$ cat src/rtl/t05_histogram_rmw_if.sv
// ---------------------------------------------------------------------------
// t05_histogram_rmw_if
//   Groups the symbol stream and the SRAM access port of the histogram
//   engine into one bundle.
//
//   Symbol stream : sym_i, sym_valid_i, sym_ready_o  (valid/ready handshake)
//   SRAM port     : sram_req_o, sram_we_o, sram_addr_o, sram_wdata_o,
//                   sram_rdata_i, sram_ack_i         (req held until ack)
//
//   modport master : the histogram engine (consumes symbols, owns the SRAM port)
//   modport slave  : the environment (symbol source plus SRAM)
// ---------------------------------------------------------------------------
interface t05_histogram_rmw_if #(
    parameter int SYM_W = 8,
    parameter int CNT_W = 32
);
    logic [SYM_W-1:0] sym_i;
    logic             sym_valid_i;
    logic             sym_ready_o;

    logic             sram_req_o;
    logic             sram_we_o;
    logic [SYM_W-1:0] sram_addr_o;
    logic [CNT_W-1:0] sram_wdata_o;
    logic [CNT_W-1:0] sram_rdata_i;
    logic             sram_ack_i;

    modport master (
        input  sym_i, sym_valid_i, sram_rdata_i, sram_ack_i,
        output sym_ready_o, sram_req_o, sram_we_o, sram_addr_o, sram_wdata_o
    );

    modport slave (
        output sym_i, sym_valid_i, sram_rdata_i, sram_ack_i,
        input  sym_ready_o, sram_req_o, sram_we_o, sram_addr_o, sram_wdata_o
    );
endinterface

$ cat src/rtl/t05_histogram_rmw.sv
// ---------------------------------------------------------------------------
// t05_histogram_rmw
//   Symbol histogram engine. Each accepted symbol increments its bin, held
//   in external SRAM, through a read-modify-write. Bins saturate at all-ones.
//   Also provides a hardware clear sweep over every bin, an end-of-file
//   symbol that stops the stream, and a running total of counted symbols.
//
// Ports
//   clk         system clock, rising edge
//   nrst        synchronous active-low reset
//   clear_i     request clear of all bins, total_o, eof_o and sat_o
//   bus         symbol handshake plus SRAM port (t05_histogram_rmw_if.master)
//   total_o     non-EOF symbols counted since last clear (saturating)
//   complete_o  one-cycle pulse per finished bin update
//   eof_o       level: EOF symbol seen
//   sat_o       sticky: some bin saturated
//   busy_o      high while clearing or running a read-modify-write
// ---------------------------------------------------------------------------
module t05_histogram_rmw #(
    parameter int               SYM_W          = 8,
    parameter int               CNT_W          = 32,
    parameter int               TOT_W          = 32,
    parameter logic [SYM_W-1:0] EOF_SYM        = 8'h1A,
    parameter bit               CLEAR_ON_RESET = 1'b1
) (
    input  logic                       clk,
    input  logic                       nrst,
    input  logic                       clear_i,
    t05_histogram_rmw_if.master        bus,
    output logic [TOT_W-1:0]           total_o,
    output logic                       complete_o,
    output logic                       eof_o,
    output logic                       sat_o,
    output logic                       busy_o
);

    // ST_RST is a one-cycle quiet state after reset so that every output,
    // including sram_req_o and sym_ready_o, is low in the cycle after nrst.
    typedef enum logic [2:0] {
        ST_RST,
        ST_CLEAR,
        ST_IDLE,
        ST_RD,
        ST_WR,
        ST_DONE
    } state_e;

    state_e           state_q, state_d;
    logic [SYM_W-1:0] addr_q, addr_d;      // sweep address in CLEAR, latched symbol in RD/WR
    logic [CNT_W-1:0] rdata_q, rdata_d;    // bin value captured on the read ack
    logic [TOT_W-1:0] total_q, total_d;
    logic             eof_q, eof_d;
    logic             sat_q, sat_d;
    logic             clr_pend_q, clr_pend_d;
    logic             complete_q, complete_d;

    logic             start_clear;
    logic             sym_ready;
    logic             sram_req;
    logic             sram_we;
    logic [CNT_W-1:0] sram_wdata;

    // Saturating increment of the captured bin value; constant during WR,
    // so the write data stays stable while req is held.
    logic             rd_full;
    logic [CNT_W-1:0] bin_inc;

    assign rd_full = (rdata_q == '1);
    assign bin_inc = rd_full ? rdata_q : rdata_q + CNT_W'(1);

    // NOTE: sequential state uses non-blocking assignments only, so every
    // register samples the pre-edge value of its _d signal.
    always_ff @(posedge clk) begin
        if (!nrst) begin
            state_q    <= ST_RST;
            addr_q     <= '0;
            rdata_q    <= '0;
            total_q    <= '0;
            eof_q      <= 1'b0;
            sat_q      <= 1'b0;
            clr_pend_q <= 1'b0;
            complete_q <= 1'b0;
        end else begin
            state_q    <= state_d;
            addr_q     <= addr_d;
            rdata_q    <= rdata_d;
            total_q    <= total_d;
            eof_q      <= eof_d;
            sat_q      <= sat_d;
            clr_pend_q <= clr_pend_d;
            complete_q <= complete_d;
        end
    end

    always_comb begin
        // NOTE: every signal written here gets a default first; a path that
        // skips an assignment would otherwise infer a latch.
        state_d     = state_q;
        addr_d      = addr_q;
        rdata_d     = rdata_q;
        total_d     = total_q;
        eof_d       = eof_q;
        sat_d       = sat_q;
        clr_pend_d  = clr_pend_q;
        complete_d  = 1'b0;
        start_clear = 1'b0;
        sym_ready   = 1'b0;
        sram_req    = 1'b0;
        sram_we     = 1'b0;
        sram_wdata  = '0;

        unique case (state_q)
            ST_RST: begin
                state_d = CLEAR_ON_RESET ? ST_CLEAR : ST_IDLE;
            end

            ST_CLEAR: begin
                // clear_i is deliberately ignored: a sweep is already running.
                sram_req = 1'b1;
                sram_we  = 1'b1;
                if (bus.sram_ack_i) begin
                    if (addr_q == '1) begin
                        state_d = ST_IDLE;
                        addr_d  = '0;
                    end else begin
                        addr_d = addr_q + SYM_W'(1);
                    end
                end
            end

            ST_IDLE: begin
                // Ready drops with a clear request in the same cycle so that a
                // symbol is never handshaked and then dropped in favour of it.
                sym_ready = !(clear_i || clr_pend_q);
                if (clear_i || clr_pend_q) begin
                    start_clear = 1'b1;
                end else if (bus.sym_valid_i) begin
                    addr_d = bus.sym_i;
                    if (bus.sym_i == EOF_SYM) begin
                        eof_d   = 1'b1;
                        state_d = ST_DONE;
                    end else begin
                        state_d = ST_RD;
                    end
                end
            end

            ST_RD: begin
                sram_req = 1'b1;
                if (clear_i) clr_pend_d = 1'b1;
                if (bus.sram_ack_i) begin
                    rdata_d = bus.sram_rdata_i;
                    state_d = ST_WR;
                end
            end

            ST_WR: begin
                sram_req   = 1'b1;
                sram_we    = 1'b1;
                sram_wdata = bin_inc;
                if (clear_i) clr_pend_d = 1'b1;
                if (bus.sram_ack_i) begin
                    complete_d = 1'b1;
                    sat_d      = sat_q | rd_full;
                    total_d    = (total_q == '1) ? total_q : total_q + TOT_W'(1);
                    state_d    = ST_IDLE;
                end
            end

            ST_DONE: begin
                if (clear_i) start_clear = 1'b1;
            end

            default: begin
                state_d = ST_RST;
            end
        endcase

        // Entering the sweep resets all accumulated status in one place.
        if (start_clear) begin
            state_d    = ST_CLEAR;
            addr_d     = '0;
            total_d    = '0;
            eof_d      = 1'b0;
            sat_d      = 1'b0;
            clr_pend_d = 1'b0;
        end
    end

    assign bus.sym_ready_o  = sym_ready;
    assign bus.sram_req_o   = sram_req;
    assign bus.sram_we_o    = sram_we;
    assign bus.sram_addr_o  = addr_q;
    assign bus.sram_wdata_o = sram_wdata;

    assign total_o    = total_q;
    assign complete_o = complete_q;
    assign eof_o      = eof_q;
    assign sat_o      = sat_q;
    assign busy_o     = (state_q == ST_CLEAR) || (state_q == ST_RD) || (state_q == ST_WR);

endmodule
$ cat src/flat_wrapper.sv
// flat-port wrapper written by rule: the top's interface ports become plain ports
module t05_histogram_rmw_flat 
#(
    parameter int               SYM_W          = 8,
    parameter int               CNT_W          = 32,
    parameter int               TOT_W          = 32,
    parameter logic [SYM_W-1:0] EOF_SYM        = 8'h1A,
    parameter bit               CLEAR_ON_RESET = 1'b1
)
  (clk, nrst, clear_i, total_o, complete_o, eof_o, sat_o, busy_o, bus_sym_i, bus_sym_valid_i, bus_sram_rdata_i, bus_sram_ack_i, bus_sym_ready_o, bus_sram_req_o, bus_sram_we_o, bus_sram_addr_o, bus_sram_wdata_o);
  t05_histogram_rmw_if #(.SYM_W(SYM_W), .CNT_W(CNT_W)) bus_i ();
  input  logic clk;
  input  logic nrst;
  input  logic clear_i;
  output logic [TOT_W-1:0] total_o;
  output logic complete_o;
  output logic eof_o;
  output logic sat_o;
  output logic busy_o;
  input wire logic [$bits(bus_i.sym_i)-1:0] bus_sym_i;
  input wire logic [$bits(bus_i.sym_valid_i)-1:0] bus_sym_valid_i;
  input wire logic [$bits(bus_i.sram_rdata_i)-1:0] bus_sram_rdata_i;
  input wire logic [$bits(bus_i.sram_ack_i)-1:0] bus_sram_ack_i;
  output wire logic [$bits(bus_i.sym_ready_o)-1:0] bus_sym_ready_o;
  output wire logic [$bits(bus_i.sram_req_o)-1:0] bus_sram_req_o;
  output wire logic [$bits(bus_i.sram_we_o)-1:0] bus_sram_we_o;
  output wire logic [$bits(bus_i.sram_addr_o)-1:0] bus_sram_addr_o;
  output wire logic [$bits(bus_i.sram_wdata_o)-1:0] bus_sram_wdata_o;
  assign bus_i.sym_i = bus_sym_i;
  assign bus_i.sym_valid_i = bus_sym_valid_i;
  assign bus_i.sram_rdata_i = bus_sram_rdata_i;
  assign bus_i.sram_ack_i = bus_sram_ack_i;
  assign bus_sym_ready_o = bus_i.sym_ready_o;
  assign bus_sram_req_o = bus_i.sram_req_o;
  assign bus_sram_we_o = bus_i.sram_we_o;
  assign bus_sram_addr_o = bus_i.sram_addr_o;
  assign bus_sram_wdata_o = bus_i.sram_wdata_o;
  t05_histogram_rmw #(.SYM_W(SYM_W), .CNT_W(CNT_W), .TOT_W(TOT_W), .EOF_SYM(EOF_SYM), .CLEAR_ON_RESET(CLEAR_ON_RESET)) u_core (.clk(clk), .nrst(nrst), .clear_i(clear_i), .bus(bus_i), .total_o(total_o), .complete_o(complete_o), .eof_o(eof_o), .sat_o(sat_o), .busy_o(busy_o));
endmodule
$ cat config.mk
export PLATFORM = sky130hd
export DESIGN_NAME = t05_histogram_rmw_flat
export DESIGN_NICKNAME = d
export VERILOG_FILES = /design/src/rtl/t05_histogram_rmw_if.sv /design/src/rtl/t05_histogram_rmw.sv /design/src/flat_wrapper.sv
export SDC_FILE = /design/constraint.sdc
export NUM_CORES = 1
export LEC_CHECK = 0
export CORE_MARGIN = 8
export CORE_UTILIZATION = 25
export DETAILED_ROUTE_END_ITERATION = 10
export GPL_ROUTABILITY_DRIVEN = 1
export PLACE_DENSITY = 0.53
export SETUP_SLACK_MARGIN = 0.02
export SLEW_MARGIN = 20
export SYNTH_ARGS = -nofsm -noshare
export SYNTH_HDL_FRONTEND = slang
export SYNTH_SLANG_ARGS = --single-unit
$ cat constraint.sdc
create_clock -name clk -period 3.1 [get_ports clk]
set_clock_uncertainty 0.05 [all_clocks]
set_input_delay 0.62 -clock clk [delete_from_list [all_inputs] [get_ports clk]]
set_output_delay 0.62 -clock clk [all_outputs]
set_load 0.02 [all_outputs]
Word level (Yosys, flattened, before mapping)
Index checks and enable logic that the tools add are counted.
Storage, ports and cells
  flip-flop bits (word level): 79
  input bits: 45
  output and inout bits: 79
Operators by class
  add/sub/neg operators: 3
  equal/unequal tests: 22
  muxes and demuxes: 23
  bitwise logic cells: 5
  reductions and logical operators: 19
Operators with widths (count)
  $add 32x1->32 const B: 2
  $eq 32x32->1 const B: 2
  $mux 32: 2
  $mux 8: 4
  $mux 3: 7
  $pmux 3 s6: 1
  $pmux 8 s2: 1
  $ne 3x2->1 const B: 5
  $reduce_and 7->1: 2
  $ne 2x2->1 const B: 5
  $add 8x1->8 const B: 1
  $eq 8x5->1 const B: 1
  $eq 8x8->1 const B: 1
  $reduce_and 2->1: 4
  $reduce_and 4->1: 2
  $mux 1: 7
  $eq 3x2->1 const B: 2
  $eq 3x3->1 const B: 2
  $reduce_or 2->1: 3
  $ne 2x1->1 const B: 2
  $not 1->1: 4
  $eq 3x1->1 const B: 1
  $logic_not 3->1: 1
  $logic_or 1x1->1: 3
  other kinds (7): 7

Longest topological paths before layout
Gate-level depths: netlist of the first run.
  word-level depth: 6
  mapped depth: 8

Worst setup path after synthesis of the first run
OpenSTA, ideal clock, no wires.
  kind: register to output
  from: register u_core.rdata_q[6]
  to: output port bus_sram_wdata_o[11]
  arrival: 2.000 ns
  required time: 2.430 ns
  setup slack: 0.430 ns
  cell stages (with the launch flop): 8
  buffers on the path: 2
  cells stage by stage: dfxtp_1 nand4_1 or3_1 clkbuf_1 nor3_2 buf_2 o21ai_0 a21oi_1
Between the ends
  longest elaborated chain between the ends: 3
RTL lines
  start: declaration: RTL line t05_histogram_rmw.sv:50  | logic [CNT_W-1:0] rdata_q, rdata_d;
  start signal: assignment: RTL line t05_histogram_rmw.sv:86  | rdata_q <= rdata_d;
  $add 32x1->32 or $eq 32x32->1 (tied branches): RTL line t05_histogram_rmw.sv:69, t05_histogram_rmw.sv:68
  $mux 32 *: RTL line t05_histogram_rmw.sv:69  | assign bin_inc = rd_full ? rdata_q : rdata_q + CNT_W'(1);
  $mux 32 *: RTL line t05_histogram_rmw.sv:112  | unique case (state_q)
  end: declaration: RTL line flat_wrapper.sv:28  | output wire logic [$bits(bus_i.sram_wdata_o)-1:0] bus_sram_wdata_o;
Every way passes the cells marked *; elsewhere a longest branch is shown, timed or not.

Final worst setup path of the first run
  from: register u_core.rdata_q[0]
  to: output port bus_sram_wdata_o[7]
The elaborated chain is that of the path after synthesis.

==> results of run 1 <==
-- layout by cell type, fill, tap and decap left out, types with 6 or more instances in the layout --
master,instances
nand2_1,115
clkdlybuf4s50_1,91
dfxtp_1,78
nor2_1,53
buf_4,50
a21oi_1,47
a21boi_0,32
o21ai_0,31
nand4_1,28
nand3_1,24
or3_1,24
dlygate4sd2_1,20
xnor2_1,16
nor3_1,12
or4_1,11
o31ai_1,10
and4_1,10
and3_1,10
clkbuf_16,9
o211ai_1,8
clkbuf_2,8
nand2b_1,6
inv_1,6
-- worst min-delay path by stage --
stage	from	end	slack [ns]	cells after the start
2_1_floorplan	u_core.rdata_q[15]$_SDFFE_PN0P_	u_core.rdata_q[15]$_SDFFE_PN0P_	0.41	2
3_3_place_gp	u_core.total_o[21]$_SDFFE_PP0P_	u_core.total_o[21]$_SDFFE_PP0P_	0.44	2
3_5_place_dp	u_core.sat_o$_SDFFE_PP0P_	u_core.sat_o$_SDFFE_PP0P_	0.42	2
4_1_cts	u_core.sat_o$_SDFFE_PP0P_	u_core.sat_o$_SDFFE_PP0P_	0.44	2
5_1_grt	u_core.sat_o$_SDFFE_PP0P_	u_core.sat_o$_SDFFE_PP0P_	0.47	2
6_report	u_core.sat_o$_SDFFE_PP0P_	u_core.sat_o$_SDFFE_PP0P_	0.43	2
-- logic make-up (layout without fill, tap and decap cells) --
| logic type | Yosys count | after routing | synth area share [%] |
|---|---|---|---|
| mux | 4 | 4 | 0.838 |
| xor+xnor | 21 | 21 | 3.85 |
| fa+ha+maj | 3 | 3 | 0.785 |
| simple gates | 331 | 331 | 35.5 |
| flops | 79 | 79 | 33.1 |
| compound gates | 160 | 160 | 22.1 |
| buf+inv | 44 | 196 | 3.85 |
-- area by class of cell --
class,count,share of cell area (%)
repair buffers,174,22.7
clock buffers,10,3.48
inverters,6,0.328
clock inverters,6,1.35
well taps,234,4.26
flip-flops and latches,79,23.0
multi-input cells,519,44.9
-- per-layer routing --
metal	vias to the layer above	track usage [%]	wire [um]
li1	2651	-	-
met1	2396	16.6	7730
met3	17	4.10	1010
met5	-	0	0
met4	0	4.15	222
met2	125	23.2	7790
-- power by group through the flow --
stage	Clock (W)	Sequential (W)	Combinational, W
floorplan	0	0.00105	0.0000613
global placement	0	0.00105	0.000168
detailed placement	0	0.00105	0.000169
CTS	0.00123	0.00102	0.000170
global route	0.00127	0.00103	0.000180
finish	0.00121	0.00102	0.000167
-- per-stage QoR --
stage	util, %	hold WS, ns	setup slack (ns)
2_1_floorplan	-	0.415	0.430
3_3_place_gp	34.9	0.438	-0.0453
3_5_place_dp	34.9	0.419	-0.00983
4_1_cts	36.8	0.435	0.0170
5_1_grt	36.8	0.471	0.0120
6_report	36.8	0.435	0.101
-- registers in the layout, summed over array words and instances (netlist names) --
name / count
u_core.complete_o: 1
u_core.sat_o: 1
u_core.total_o: 32
u_core.state_q: 3
u_core.eof_o: 1
u_core.rdata_q: 32
u_core.bus.sram_addr_o: 8
u_core.clr_pend_q: 1
-- worst max-delay path: stages, from the launching register on --
cell and delay (ns):
dfxtp_1 0.31, ha_1 0.22, and3_1 0.21, nand2_2 0.12, nor3_2 0.06, buf_4 0.19
or4_1 0.47, nand2_1 0.08, dlygate4sd2_1 0.33
-- repair_timing --
| action | 4_1_cts | 5_1_grt |
|---|---|---|
| endpoints found under the setup margin | 32 | 19 |
| resized for setup | 46 | 23 |
| endpoints found under the hold margin | 0 | 0 |
| buffers inserted | 1 | 1 |
| pin swaps | 3 | 2 |
| hold buffers | 0 | 0 |
| cloned | 0 | 0 |
==> results.tsv, run 1 <==
stage	metric	value	unit
pwr	comb_power_share	6.9	%
setup_path	ff2ff_setup_slack	0.75	ns
run	drv_cap	0	
global_route	overflow	0	
yosys	syn-num-nets	690	
detailed_routing	routed_via_density	5.05	
clocking	h-tree-depth	3	
detailed_routing	drt-initial-drc-count	263	
detailed_routing	ant_nets	0	
yosys	synthFlopType	dfxtp_1	
clocking	cts_max_path_buffers	2	
setup_path	cp_max_fo	16	
final_layout	final_cells	1028	
setup_path	critical_path_required	2.43	ns
yosys	synth_area_leaders	dfxtp_1 (33%), nand2_1 (9.1%), a21boi_0 (5.0%), a21oi_1 (4.9%), nor2_1 (4.2%)	
final_layout	fillers	2006	
sta	finalHoldViolations	0	
sta	max_freq	333	MHz
pwr	p_leak	2.27	nW
place	placed_area	0.00652	mm2
place	place.gp.congestion	0.836	
setup_path	r2r-start	u_core.state_q[1]$_SDFFE_PP0P_	
floorplanning	dieArea	0.0238	mm2
sta	rsz0062_at_grt	true	
setup_path	crit_start	u_core.rdata_q[0]$_SDFFE_PN0P_	
clocking	numCtsBuffers	9	
pwr	seqPwrFrac	42.8	%
pwr	total_power	0.00240	W
detailed_routing	drc	0	
sta	fin_crit	3.00	ns
pwr	power.internal	0.00185	W
clocking	cts_tree	done	
setup_path	timing.rr.end	u_core.total_o[27]$_SDFFE_PP0P_	
global_route	grt_pass1_wl	26700	um
setup_path	endpoint	bus_sram_wdata_o[7]	
setup_path	endpoint_kind	output pin	
yosys	yosysTopAreaCell	dfxtp_1	
floorplanning	core_area	0.0187	mm2
final_layout	area_delta_synth_final	43.8	%
clocking	clk_latency	0.35	ns
global_route	grt_usage	13.8	%
clocking	cts_num_sinks	79	
floorplanning	die_y	154	um
detailed_routing	num_vias	5189	
global_route	first_global_vias	5013	
setup_path	crit_arrival	2.33	ns
sta	setup_tns	0	ns
detailed_routing	drt-total-wl	16700	um
setup_path	reg2reg_depth	6	
floorplanning	num_rows	50	
final_layout	antenna_cells	0	
final_layout	multi_input_area	0.00308	mm2
yosys	syn_avg_cell_area	7.44	um2
status	status	finished, final reports clean	
final_layout	ff_latch_area	0.00158	mm2
yosys	seq_area_frac_synth	33.1	%
pwr	p_sw	0.000551	W
pwr	power_density	349	mW/mm2
sta	maxSlewViolCount	0	
yosys	synth-edff-count	0	
yosys	synth_seq_cells	79	
setup_path	crit_type	reg2out	
worst_hold_path	hold_class	reg2reg	
yosys	yosys-top-cells-count	nand2_1 (116), dfxtp_1 (79), nor2_1 (54)	
global_route	grt_start_max_net_pins	37	
place	io_buffers	123	
yosys	yosysWarnings	0	
pwr	clkPwrFrac	50.3	%
yosys	synth_most_common_cell	nand2_1	
yosys	async_flop_share	0	%
pwr	ir_worst_vdd	0.305	mV
clocking	clockRootBuffer	clkbuf_16	
place	dp.cells	1010	
detailed_routing	firstDrtPassIters	5	
final_layout	final_cell_area	0.00688	mm2
pwr	swShare	23.0	%
final_layout	drive_gt1_share	12.5	%
sta	period_share	96.7	%
final_layout	nNetsFinal	837	
floorplanning	chipWidth	154	um
global_route	antenna_found_initial	0	
floorplanning	initial_core_util	25.6	%
floorplanning	ios	124	
sta	finalSetupViolCount	0	
setup_path	start_kind	flop	
clocking	cts.clk_slew.worst_paths	0.06	ns
yosys	synth_area	0.00478	mm2
yosys	yosysTopAreaCellShare	33.1	%
yosys	syn_inst	642	
place	place_hpwl	12500	um
sta	tightest_slew	0.586	ns
yosys	ys_types	59	
sta	relSlewSlack	60.5	%
detailed_routing	avgRoutedWirePerCell	16.3	um
Power figures use the tool's default switching activity.
==> run 2: changes to the inputs <==
--- a/config.mk
+++ b/config.mk
@@ -7,6 +7,7 @@
 export LEC_CHECK = 0
 export CORE_MARGIN = 8
 export CORE_UTILIZATION = 25
+export CTS_BUF_LIST = sky130_fd_sc_hd__clkbuf_8
 export DETAILED_ROUTE_END_ITERATION = 10
 export GPL_ROUTABILITY_DRIVEN = 1
 export PLACE_DENSITY = 0.53
==> results.tsv, run 2 (synthesis results as in run 1) <==
stage	metric	value	unit	change
sta	rsz0062_at_grt	true		
sta	finalHoldViolations	0		unchanged
detailed_routing	num_vias	5187		-0.039%
final_layout	layout_common_cells	nand2_1 (115), clkdlybuf4s50_1 (90), dfxtp_1 (76), nor2_1 (53), buf_4 (51)		
global_route	overflow	0		unchanged
floorplanning	core_area	0.0187	mm2	unchanged
floorplanning	dieArea	0.0238	mm2	unchanged
detailed_routing	drt-initial-drc-count	233		-11%
pwr	swShare	24.7	%	+1.7 points
detailed_routing	drt-total-wl	16900	um	+0.96%
global_route	grt_pass1_wl	26600	um	-0.34%
sta	relSlewSlack	60.5	%	about the same
sta	fin_crit	2.99	ns	-0.0102 ns
sta	max_freq	335	MHz	+0.34%
sta	maxSlewViolCount	0		unchanged
detailed_routing	drc	0		unchanged
pwr	power_density	310	mW/mm2	-11%
floorplanning	initial_core_util	25.6	%	unchanged
final_layout	antenna_cells	0		unchanged
setup_path	crit_arrival	2.32	ns	about the same
clocking	cts_hold_buf	0		unchanged
global_route	antenna_found_initial	0		unchanged
worst_hold_path	hp-start	u_core.sat_o$_SDFFE_PP0P_		
clocking	cts_tree	done		
global_route	first_global_vias	4995		-0.36%
pwr	clkPwrFrac	43.6	%	-6.7 points
sta	tightest_slew	0.586	ns	-0.00000316 ns
setup_path	timing.rr.end	u_core.total_o[27]$_SDFFE_PP0P_		
floorplanning	num_rows	50		unchanged
clocking	clk_latency	0.37	ns	+0.02 ns
setup_path	r2r-start	u_core.state_q[1]$_SDFFE_PP0P_		
setup_path	crit_chain	and4_2 -> nand4_1 -> buf_4 -> o2111ai_1 -> xor2_1 -> nor2_1 -> dlygate4sd2_1		
detailed_routing	avgRoutedWirePerCell	16.4	um	+0.86%
place	place.gp.congestion	0.836		unchanged
pwr	power.internal	0.00159	W	-14%
setup_path	path_buf_inv	2		unchanged
setup_path	ff2ff_setup_slack	0.75	ns	about the same
sta	finalSetupViolCount	0		unchanged
pwr	comb_power_share	7.9	%	+1.0 points
detailed_routing	routed_via_density	5.04		-0.14%
setup_path	cp_max_fo	6		-10
setup_path	start_kind	flop		
worst_hold_path	holdPathEnd	u_core.sat_o$_SDFFE_PP0P_		
run	drv_cap	0		unchanged
status	status	finished, final reports clean		
clocking	h-tree-depth	3		unchanged
final_layout	fillers	2011		+0.25%
place	place_hpwl	12500	um	unchanged
floorplanning	chipWidth	154	um	unchanged
sta	hold-worst-slack	0.433	ns	-0.00164 ns
setup_path	endpoint_kind	output pin		
clocking	clockRootBuffer	clkbuf_8		
place	dp.cells	1010		unchanged
final_layout	drive_gt1_share	14.0	%	+1.5 points
pwr	ir_worst_vdd	0.156	mV	-49%
worst_hold_path	hold_path_depth	2		unchanged
clocking	cts_num_sinks	79		unchanged
detailed_routing	firstDrtPassIters	4		-1
floorplanning	ios	124		unchanged
place	io_buffers	123		unchanged
final_layout	final_cells	1029		+0.097%
final_layout	final_cell_area	0.00683	mm2	-0.73%
global_route	grt_usage	13.8	%	about the same
place	placed_area	0.00652	mm2	unchanged
setup_path	critical_path_required	2.43	ns	about the same
clocking	cts.clk_slew.worst_paths	0.09	ns	+0.03 ns
setup_path	crit_type	reg2out		
worst_hold_path	hold_class	reg2reg		
setup_path	max_stage_delay	0.42	ns	-0.05 ns
pwr	p_leak	2.24	nW	-0.95%
pwr	seqPwrFrac	48.4	%	+5.6 points
detailed_routing	ant_nets	0		unchanged
pwr	p_sw	0.000521	W	-5.4%
final_layout	layout_commonest_cell	nand2_1		
setup_path	crit_family	simple AND/OR/NAND/NOR gates		
final_layout	area_delta_synth_final	42.8	%	
global_route	grt_start_max_net_pins	37		unchanged
final_layout	nNetsFinal	838		+0.12%
setup_path	slowest_stage	dfxtp_1		
floorplanning	die_y	154	um	unchanged
sta	setup_tns	0	ns	unchanged
sta	period_share	96.4	%	-0.33 points
setup_path	reg2reg_depth	6		unchanged
clocking	cts_max_path_buffers	2		unchanged
clocking	numCtsBuffers	9		unchanged
run 2: timing repair:
action,4_1_cts,5_1_grt
gates cloned,0,0
setup buffers,1,2
resized for setup,57,32
endpoints found under the setup margin,32,23
pin swaps,2,3
run 2: cell type report:
type | count | area (um2) | share of cell area (%)
Clock inverter | 6 | 92.6 | 1.36
Sequential cell | 79 | 1590 | 23.2
Inverter | 6 | 22.5 | 0.330
Tap cell | 234 | 293 | 4.29
Clock buffer | 10 | 138 | 2.02
Multi-Input combinational cell | 519 | 3120 | 45.8
Timing Repair Buffer | 175 | 1570 | 23.0
run 2: worst max path at each step:
stage | startpoint | end | slack (ns) | depth (start not counted)
2_1_floorplan | u_core.rdata_q[6]$_SDFFE_PN0P_ | bus_sram_wdata_o[11] | 0.43 | 7
3_3_place_gp | u_core.rdata_q[9]$_SDFFE_PN0P_ | bus_sram_wdata_o[21] | -0.05 | 7
3_5_place_dp | u_core.rdata_q[2]$_SDFFE_PN0P_ | bus_sram_wdata_o[27] | -0.01 | 6
4_1_cts | u_core.rdata_q[25]$_SDFFE_PN0P_ | bus_sram_wdata_o[10] | 0.02 | 8
5_1_grt | u_core.rdata_q[31]$_SDFFE_PN0P_ | bus_sram_wdata_o[3] | -0.03 | 7
6_report | u_core.rdata_q[18]$_SDFFE_PN0P_ | bus_sram_wdata_o[8] | 0.11 | 7
run 2: metal layers:
metal	wire [um]	up-vias	part of all wire, %	track usage [%]
met5	0	-	0	0
met4	205	0	1.2	4.48
met3	1090	14	6.5	4.04
met2	7910	140	47	23.1
met1	7700	2387	46	16.6
li1	-	2646	-	-
run 2: power by group through the flow:
stage | Sequential, W | Combinational (W) | Clock (W)
2_1_floorplan | 0.00105 | 0.0000613 | 0
3_3_place_gp | 0.00105 | 0.000168 | 0
3_5_place_dp | 0.00105 | 0.000169 | 0
4_1_cts | 0.00102 | 0.000170 | 0.000951
5_1_grt | 0.00103 | 0.000180 | 0.000989
6_report | 0.00102 | 0.000167 | 0.000923
run 2: worst register-to-register path, stage by stage (launching register included):
cell       delay (ns)
dfxtp_1          0.38
buf_4            0.20
nand4bb_4        0.26
or4_4            0.49
a2111o_1         0.42
or3_1            0.36
a21oi_1          0.14
run 2: through the flow:
| stage | util (%) | power, W | setup slack [ns] |
|---|---|---|---|
| finish | 36.5 | 0.00211 | 0.111 |
| floorplan | - | 0.00111 | 0.430 |
| global route | 36.5 | 0.00219 | -0.0272 |
| detailed placement | 34.9 | 0.00122 | -0.00983 |
| global placement | 34.9 | 0.00122 | -0.0453 |
| CTS | 36.3 | 0.00215 | 0.0217 |
==> run 3: changes to the inputs <==
--- a/config.mk
+++ b/config.mk
@@ -5,12 +5,15 @@
 export SDC_FILE = /design/constraint.sdc
 export NUM_CORES = 1
 export LEC_CHECK = 0
+export CAP_MARGIN = 20
 export CORE_MARGIN = 8
 export CORE_UTILIZATION = 25
 export CTS_BUF_LIST = sky130_fd_sc_hd__clkbuf_8
+export CTS_CLUSTER_SIZE = 20
 export DETAILED_ROUTE_END_ITERATION = 10
 export GPL_ROUTABILITY_DRIVEN = 1
 export PLACE_DENSITY = 0.53
+export RECOVER_POWER = 50
 export SETUP_SLACK_MARGIN = 0.02
 export SLEW_MARGIN = 20
 export SYNTH_ARGS = -nofsm -noshare
==> results.tsv, run 3 (synthesis results as in run 1) <==
stage	metric	value	unit	change
status	status	finished, final reports clean		
worst_hold_path	hp-start	u_core.sat_o$_SDFFE_PP0P_		
detailed_routing	firstDrtPassIters	4		unchanged
pwr	power_density	309	mW/mm2	-0.16%
pwr	p_leak	2.34	nW	+4.3%
floorplanning	core_area	0.0187	mm2	unchanged
global_route	first_global_vias	4995		unchanged
final_layout	drive_gt1_share	13.6	%	-0.38 points
sta	finalSetupViolCount	0		unchanged
sta	finalHoldViolations	0		unchanged
final_layout	fillers	2017		+0.30%
clocking	cts.clk_slew.worst_paths	0.08	ns	about the same
clocking	cts_hold_buf	0		unchanged
clocking	clockRootBuffer	clkbuf_8		
sta	relSlewSlack	5.77	%	-55 points
detailed_routing	drt-total-wl	16900	um	-0.12%
clocking	h-tree-depth	3		unchanged
final_layout	final_util	36.3	%	-0.14 points
floorplanning	initial_core_util	25.6	%	unchanged
place	place_hpwl	12500	um	unchanged
final_layout	final_cell_area	0.00680	mm2	-0.39%
setup_path	max_stage_delay	0.42	ns	about the same
detailed_routing	avgRoutedWirePerCell	16.4	um	-0.12%
floorplanning	ios	124		unchanged
detailed_routing	drc	0		unchanged
detailed_routing	ant_nets	0		unchanged
detailed_routing	num_vias	5194		+0.13%
setup_path	ff2ff_setup_slack	0.49	ns	-0.26 ns
setup_path	reg2reg_depth	6		unchanged
run	drv_cap	0		unchanged
final_layout	area_delta_synth_final	42.3	%	
final_layout	antenna_cells	0		unchanged
sta	tightest_slew	1.41	ns	+0.827 ns
global_route	grt_start_max_net_pins	37		unchanged
floorplanning	dieArea	0.0238	mm2	unchanged
final_layout	ff_latch_area	0.00159	mm2	unchanged
setup_path	crit_family	simple AND/OR/NAND/NOR gates		
global_route	antenna_found_initial	1		+1
final_layout	final_cells	1029		unchanged
setup_path	endpoint_kind	output pin		
setup_path	crit_type	reg2out		
clocking	cts_num_sinks	79		unchanged
setup_path	r2r-start	u_core.state_q[0]$_SDFFE_PN0P_		
worst_hold_path	hold_path_depth	2		unchanged
pwr	ir_worst_vdd	0.156	mV	about the same
global_route	grt_usage	13.8	%	unchanged
place	io_buffers	123		unchanged
worst_hold_path	hold_class	reg2reg		
setup_path	timing.rr.end	u_core.total_o[25]$_SDFFE_PP0P_		
floorplanning	chipWidth	154	um	unchanged
sta	maxSlewViolCount	0		unchanged
setup_path	path_buf_inv	2		unchanged
sta	timing.final.ws_setup	0.103	ns	-0.00824 ns
setup_path	cp_max_fo	6		unchanged
setup_path	start_kind	flop		
sta	fin_crit	3.00	ns	+0.00824 ns
final_layout	layout_common_cells	nand2_1 (115), dfxtp_1 (76), clkdlybuf4s50_1 (57), nor2_1 (53), buf_4 (48)		
global_route	grt_pass1_wl	26600	um	unchanged
floorplanning	die_y	154	um	unchanged
final_layout	nNetsFinal	838		unchanged
setup_path	slowest_stage	dfxtp_1		
setup_path	critical_path_required	2.43	ns	about the same
detailed_routing	routed_via_density	5.05		+0.13%
detailed_routing	drt-initial-drc-count	224		-3.9%
floorplanning	num_rows	50		unchanged
clocking	cts_max_path_buffers	2		unchanged
place	dp.cells	1010		unchanged
global_route	overflow	0		unchanged
clocking	cts_tree	done		
setup_path	crit_chain	and4_2 -> nand4_1 -> buf_4 -> o2111ai_1 -> xor2_1 -> nor2_1 -> dlygate4sd2_1		
clocking	numCtsBuffers	9		unchanged
setup_path	crit_arrival	2.33	ns	about the same
sta	period_share	96.7	%	+0.27 points
sta	rsz0062_at_grt	true		
place	placed_area	0.00652	mm2	unchanged
clocking	clk_latency	0.37	ns	about the same
sta	max_freq	334	MHz	-0.27%
place	pre_cts_ws	-0.00983	ns	unchanged
worst_hold_path	holdPathEnd	u_core.sat_o$_SDFFE_PP0P_		
final_layout	layout_commonest_cell	nand2_1		
final_layout	multi_input_area	0.00312	mm2	unchanged
place	place.gp.congestion	0.836		unchanged
run 3: cell count changes in the layout (fill, tap and decap cells not counted), sizes merged:
| cell | before | now |
|---|---|---|
| buf | 54 | 50 |
| clkbuf | 18 | 22 |
| clkdlybuf4s50 | 90 | 57 |
| dlygate4sd3 | 0 | 33 |
run 3: stage by stage:
| stage | hold slack, ns | power [W] | setup TNS [ns] |
|---|---|---|---|
| floorplan | 0.415 | 0.00111 | 0 |
| global placement | 0.438 | 0.00122 | -0.0453 |
| detailed placement | 0.419 | 0.00122 | -0.00983 |
| CTS | 0.441 | 0.00215 | 0 |
| global route | 0.472 | 0.00219 | -0.0484 |
| finish | 0.429 | 0.00210 | 0 |
run 3: what timing repair did:
item | in CTS | in global routing
resized for setup | 57 | 32
setup endpoints to repair | 32 | 23
setup buffers | 1 | 2
pin swaps | 2 | 3
run 3: worst max path at each step:
stage                     cells past startpoint              endpoint  slack [ns]                       startpoint
after global placement                        7  bus_sram_wdata_o[21]       -0.05   u_core.rdata_q[9]$_SDFFE_PN0P_
final                                         7   bus_sram_wdata_o[8]        0.10  u_core.rdata_q[18]$_SDFFE_PN0P_
after detailed placement                      6  bus_sram_wdata_o[27]       -0.01   u_core.rdata_q[2]$_SDFFE_PN0P_
after CTS                                     8  bus_sram_wdata_o[10]        0.02  u_core.rdata_q[25]$_SDFFE_PN0P_
after global routing                          7   bus_sram_wdata_o[3]       -0.03  u_core.rdata_q[31]$_SDFFE_PN0P_
after floorplan                               7  bus_sram_wdata_o[11]        0.43   u_core.rdata_q[6]$_SDFFE_PN0P_
run 3: worst register-to-register path, stage by stage (launching register included):
cell and delay, ns:
dfxtp_1 0.31, clkbuf_1 0.28, or3b_2 0.65, o211ai_1 0.24, clkbuf_2 0.62, nor2_1 0.09
a31o_2 0.26
run 3: routing by layer:
| metal | GRT usage, % | routed length, um |
|---|---|---|
| met1 | 16.6 | 7670 |
| met2 | 23.1 | 7900 |
| met3 | 4.04 | 1100 |
| met4 | 4.48 | 212 |
| met5 | 0 | 0 |
run 3: final cells by class:
class	instances	area share [%]
tap	234	4.31
clock buffer	10	2.02
sequential	79	23.3
multi-input combinational	519	46.0
clock inverter	6	1.36
timing repair buffer	175	22.7
inverter	6	0.331
run 3: power by group:
part           internal [W]  switching, W  leakage [nW]  total, W
logic             0.0000887     0.0000728          1.59  0.000162
clock network      0.000480      0.000437         0.109  0.000917
registers           0.00102    0.00000484         0.638   0.00102
